$ cat config.mk
export PLATFORM = sky130hd
export DESIGN_NAME = regfile_writeback
export DESIGN_NICKNAME = d
export VERILOG_FILES = /design/src/rtl/rv_pkg.sv /design/src/rtl/wb_fifo.sv /design/src/rtl/regfile_writeback.sv
export SDC_FILE = /design/constraint.sdc
export NUM_CORES = 1
export LEC_CHECK = 0
export CAP_MARGIN = 20
export CORE_MARGIN = 3
export CORE_UTILIZATION = 26
export CTS_BUF_LIST = sky130_fd_sc_hd__clkbuf_4
export CTS_CLUSTER_SIZE = 12
export DETAILED_ROUTE_END_ITERATION = 7
export PLACE_DENSITY = 0.5
export SLEW_MARGIN = 20
export SYNTH_ARGS = -nofsm -noshare
export SYNTH_HDL_FRONTEND = slang
export SYNTH_SLANG_ARGS = --single-unit
$ cat constraint.sdc
create_clock -name clk -period 5.1 [get_ports clk]
set_input_delay 1.02 -clock clk [delete_from_list [all_inputs] [get_ports clk]]
set_output_delay 1.02 -clock clk [all_outputs]
set_load 0.1 [all_outputs]
$ cat src/rtl/rv_pkg.sv
// Purpose: shared widths and the write-back entry type for the integer register file.
// Latency: none (types and constants only).
// Backpressure: none (types and constants only).
package rv_pkg;

  localparam int XLEN     = 32;
  localparam int REG_AW   = 5;
  localparam int NUM_REGS = 1 << REG_AW;

  // One pending register write: destination and value.
  typedef struct packed {
    logic [REG_AW-1:0] rd;
    logic [XLEN-1:0]   data;
  } wb_entry_t;

  // One-hot mask selecting register r.
  function automatic logic [NUM_REGS-1:0] reg_mask(input logic [REG_AW-1:0] r);
    logic [NUM_REGS-1:0] m;
    m    = '0;
    m[r] = 1'b1;
    return m;
  endfunction

endpackage

$ cat src/rtl/wb_fifo.sv
// Purpose: synchronous FIFO of write-back entries with occupancy count.
// Latency: a push is visible at the head on the next cycle; no bypass.
// Backpressure: pushes while full and pops while empty are ignored; the caller gates them.
module wb_fifo
  import rv_pkg::*;
#(
  parameter int DEPTH = 4,
  localparam int AW   = $clog2(DEPTH)
) (
  input  logic      clk,
  input  logic      rst_n,
  input  logic      push,
  input  wb_entry_t push_dat,
  input  logic      pop,
  output wb_entry_t head,
  output logic      full,
  output logic      empty,
  output logic [AW:0] count
);

  wb_entry_t   mem [DEPTH];
  logic [AW:0] wptr;
  logic [AW:0] rptr;
  logic        do_push;
  logic        do_pop;

  // Pointers carry an extra wrap bit so full and empty are distinguishable.
  assign count   = wptr - rptr;
  assign full    = (count == (AW+1)'(DEPTH));
  assign empty   = (wptr == rptr);
  assign head    = mem[rptr[AW-1:0]];
  assign do_push = push && !full;
  assign do_pop  = pop && !empty;

  // Pointer update; reset drops everything queued.
  always_ff @(posedge clk or negedge rst_n) begin
    if (!rst_n) begin
      wptr <= '0;
      rptr <= '0;
    end else begin
      if (do_push) wptr <= wptr + 1'b1;
      if (do_pop)  rptr <= rptr + 1'b1;
    end
  end

  // Storage needs no reset: slots are only read once written behind wptr.
  always_ff @(posedge clk) begin
    if (do_push) mem[wptr[AW-1:0]] <= push_dat;
  end

endmodule

$ cat src/rtl/regfile_writeback.sv
// Purpose: merges ALU results and load returns into one register-file write per cycle, plus a pending-load scoreboard.
// Latency: ALU result writes next cycle; load return writes two cycles after acceptance at the earliest.
// Backpressure: ld_ready/alu_stall follow the registered FIFO-full state only; a full FIFO drains before ALU traffic.
module regfile_writeback #(
  parameter int XLEN   = rv_pkg::XLEN,
  parameter int REG_AW = rv_pkg::REG_AW,
  parameter int DEPTH  = 4,
  localparam int NREGS = 2 ** REG_AW,
  localparam int CW    = $clog2(DEPTH) + 1
) (
  input  logic              clk,
  input  logic              rst_n,
  input  logic              alu_valid,
  input  logic [REG_AW-1:0] alu_rd,
  input  logic [XLEN-1:0]   alu_data,
  output logic              alu_stall,
  input  logic              ld_issue,
  input  logic [REG_AW-1:0] ld_issue_rd,
  input  logic              ld_valid,
  output logic              ld_ready,
  input  logic [REG_AW-1:0] ld_rd,
  input  logic [XLEN-1:0]   ld_data,
  output logic [NREGS-1:0]  busy,
  output logic              rf_we,
  output logic [REG_AW-1:0] rf_addr,
  output logic [XLEN-1:0]   rf_data,
  output logic [CW-1:0]     fifo_count
);

  import rv_pkg::*;

  wb_entry_t        push_dat;
  wb_entry_t        head;
  logic             fifo_full;
  logic             fifo_empty;
  logic             push;
  logic             pop;
  logic             alu_sel;
  logic [NREGS-1:0] busy_q;
  logic [NREGS-1:0] busy_nxt;

  // Flow control depends only on the registered occupancy, never on inputs.
  assign ld_ready  = !fifo_full;
  assign alu_stall = fifo_full;

  // Loads to x0 are acknowledged but never queued.
  assign push          = ld_valid && !fifo_full && (ld_rd != '0);
  assign push_dat.rd   = ld_rd;
  assign push_dat.data = ld_data;

  // A full FIFO always wins so it can make room; otherwise ALU results go first.
  assign alu_sel = !fifo_full && alu_valid && (alu_rd != '0);
  assign pop     = fifo_full || (!alu_sel && !fifo_empty);

  wb_fifo #(
    .DEPTH (DEPTH)
  ) u_fifo (
    .clk      (clk),
    .rst_n    (rst_n),
    .push     (push),
    .push_dat (push_dat),
    .pop      (pop),
    .head     (head),
    .full     (fifo_full),
    .empty    (fifo_empty),
    .count    (fifo_count)
  );

  // Register the selected write; address and data hold when idle.
  always_ff @(posedge clk or negedge rst_n) begin
    if (!rst_n) begin
      rf_we   <= 1'b0;
      rf_addr <= '0;
      rf_data <= '0;
    end else begin
      rf_we <= alu_sel || pop;
      if (alu_sel) begin
        rf_addr <= alu_rd;
        rf_data <= alu_data;
      end else if (pop) begin
        rf_addr <= head.rd;
        rf_data <= head.data;
      end
    end
  end

  // Scoreboard next state: pop clears, issue sets afterwards so set wins; x0 is never busy.
  always_comb begin
    busy_nxt = busy_q;
    if (pop) busy_nxt[head.rd] = 1'b0;
    if (ld_issue && (ld_issue_rd != '0)) busy_nxt[ld_issue_rd] = 1'b1;
    busy_nxt[0] = 1'b0;
  end

  // Scoreboard register; the clear lands in the same cycle rf_we carries the load.
  always_ff @(posedge clk or negedge rst_n) begin
    if (!rst_n) busy_q <= '0;
    else        busy_q <= busy_nxt;
  end

  assign busy = busy_q;

endmodule

==> impl_metrics.env <==
export IMPL_postCtsSetupBuffers=0
export IMPL_hold_viol=0
export IMPL_start_kind="flop"
export IMPL_drive_gt1_share_pct=21.8
export IMPL_core_mm2=0.0340
export IMPL_slew_violations=0
export IMPL_fin_tns_setup_ps=0
export IMPL_ios=159
export IMPL_netlist_area_leader_share_pct=49.1
export IMPL_first_pass_iters=4
export IMPL_routedWlPerCell_um=18.6
export IMPL_ys_seq_area_share_pct=69.8
export IMPL_grt_pass1_vias=5909
export IMPL_drv_cap=0
export IMPL_period_share_pct=82.6
export IMPL_fmax_mhz=237
export IMPL_synth_avg_cell_area_um2=16.5
export IMPL_worstReg2RegStart="u_fifo.wptr[0]"
export IMPL_rrSetupSlack_ps=1840
export IMPL_pre_cts_slack_ps=1320
export IMPL_worstSkewPairLatency_ps=700
export IMPL_io_buffers=157
export IMPL_synth_top_area_cell="edfxtp_1"
export IMPL_design_area_mm2=0.0119
export IMPL_clockBufferDepth=3
export IMPL_critical_path_peak_fanout=4
export IMPL_grt_ovfl_total=0
export IMPL_place_area_mm2=0.0111
export IMPL_ctsHtreeMaxLevel=2
export IMPL_crit_chain="inv_1 -> ha_1 -> fa_1 -> xor3_2 -> clkdlybuf4s50_1"
export IMPL_grt_max_degree=74
export IMPL_routed_via_density=4.43
export IMPL_num_rows=67
export IMPL_die_x_um=193
export IMPL_cts_tree="yes"
export IMPL_synth_flop_cell="edfxtp_1"
export IMPL_synth_async_reset_ratio_pct=33.6
export IMPL_ant_nets=0
export IMPL_finalClockSkew_ps=57.7
export IMPL_rr_worst_depth=9
export IMPL_nFillCells=3354
export IMPL_r2r_end="u_fifo.mem[3][1]"
export IMPL_initial_core_util_pct=26.7
export IMPL_die_area_mm2=0.0371
export IMPL_cts_root_buf="clkbuf_4"
export IMPL_ys_ff_latch=223
export IMPL_yosysUniqueCellTypes=46
export IMPL_vias=5521
export IMPL_dp_hpwl_um=14800
export IMPL_drc_errors=0
export IMPL_track_usage_pct=12.5
export IMPL_crit_buf_inv=2
export IMPL_clk_pin_slew_ps=60
export IMPL_antenna_found_initial=4
export IMPL_synth_edf_count=148
export IMPL_path_delay_family="buffers and inverters"
export IMPL_ff_latch_area_mm2=0.00632
export IMPL_die_h_um=193
export IMPL_grt_pass1_wl_um=35100
export IMPL_syn_area_mm2=0.00905
export IMPL_status="finished, final reports clean"
export IMPL_synth_warnings=0
export IMPL_syn_nets=639
export IMPL_hold_class="in -> async"
export IMPL_syn2layout_area_growth_pct=31.7
export IMPL_worst_setup_path_end_kind="primary output"
export IMPL_hold_buffers=0
export IMPL_synth_area_leaders="edfxtp_1, dfrtp_1, mux4_2, mux2i_1, a21oi_1"
export IMPL_numCtsBuffers=60
export IMPL_cpPeakStageDelay_ps=1140
export IMPL_ys_top_cells_by_count="edfxtp_1, dfrtp_1, nor2_1, a21oi_1, mux4_2"
export IMPL_cts_resized=0
export IMPL_syn_inst=547
export IMPL_cp_data_required_time_ps=4080
export IMPL_clock_sinks=223
export IMPL_setup_violations=0
export IMPL_drt_total_wl_um=23200
export IMPL_place_congestion=0.724
export IMPL_finalWorstSetupSlack_ps=885
export IMPL_critical_path_class="reg -> out"
export IMPL_yosysMostFrequentCell="edfxtp_1"
export IMPL_rsz0062_at_grt="false"
export IMPL_tightest_slew_ps=990
export IMPL_crit_path_top_delay_cell="clkdlybuf4s50_1"
export IMPL_layout_min_cycle_time_ps=4220
export IMPL_slew_headroom_pct=33.8
export IMPL_nets=841
export IMPL_cp_arrival_ps=3200
export IMPL_drtIter0Drc=309
export IMPL_multi_input_area_mm2=0.00248
-- worst max-delay path by stage --
stage | start | end | slack (ps) | depth (start not counted)
finish | u_fifo.wptr[0] | fifo_count[2] | 880 | 5
floorplan | u_fifo.wptr[0] | u_fifo.mem[3][0] | 770 | 7
detailed placement | alu_rd[2] | rf_data[10] | 1320 | 7
global placement | alu_rd[2] | rf_data[13] | 1360 | 7
global route | u_fifo.wptr[0] | fifo_count[2] | 690 | 5
CTS | u_fifo.wptr[0] | fifo_count[2] | 780 | 5
-- final cells by class --
| type | instances | share of cell area (%) |
|---|---|---|
| clock buffer | 102 | 6.42 |
| clock inverter | 8 | 0.367 |
| timing repair buffer | 166 | 13.8 |
| multi-input combinational | 271 | 20.8 |
| antenna | 1 | 0.0210 |
| tap | 448 | 4.70 |
| sequential | 223 | 53.0 |
| inverter | 27 | 0.850 |
-- per-stage QoR --
step,std cells,hold slack [ps],utilization [%]
after floorplan,547,486,-
after global placement,1135,481,32.7
after detailed placement,1135,497,32.7
after CTS,1245,267,35.1
after global routing,1246,279,35.1
final,1246,318,35.1
-- cell usage in the layout (no fill, tap or decap), types with 7 or more instances in the layout --
cell	count
a21oi_1	38
dfrtp_1	73
mux4_2	37
o221ai_1	14
nand2_1	21
clkbuf_4	102
inv_1	26
edfxtp_1	148
buf_4	11
o31ai_1	8
clkdlybuf4s50_1	154
nor2_1	38
o41ai_1	8
mux2i_1	36
ha_1	7
o21ai_1	11
-- flip-flops by register name, summed over array words and instances (netlist names) --
name	flops
u_fifo.mem	148
rf_addr	5
rf_we	1
u_fifo.wptr	3
rf_data	32
busy	31
u_fifo.rptr	3
-- routing by layer --
metal | vias to the layer above | share of wire [%] | track usage [%]
met2 | 179 | 46 | 19.6
met4 | 6 | 1.5 | 3.64
li1 | 2549 | - | -
met5 | - | 0.23 | 0
met1 | 2743 | 45 | 16.6
met3 | 44 | 7.0 | 4.03
-- kinds of logic after synthesis --
family,after synthesis,share of synthesized area (%)
other,1,0.0414
buffers and inverters,53,3.21
adders and majority gates,8,1.19
AOI/OAI and AO/OA,91,6.52
and+or+nand+nor,91,5.14
DFF,223,69.8
xor gates and xnor gates,6,0.760
muxes,74,13.3
Power is not shown: default switching activity piles up to over one toggle a cycle in this logic, so the estimate is an artifact.
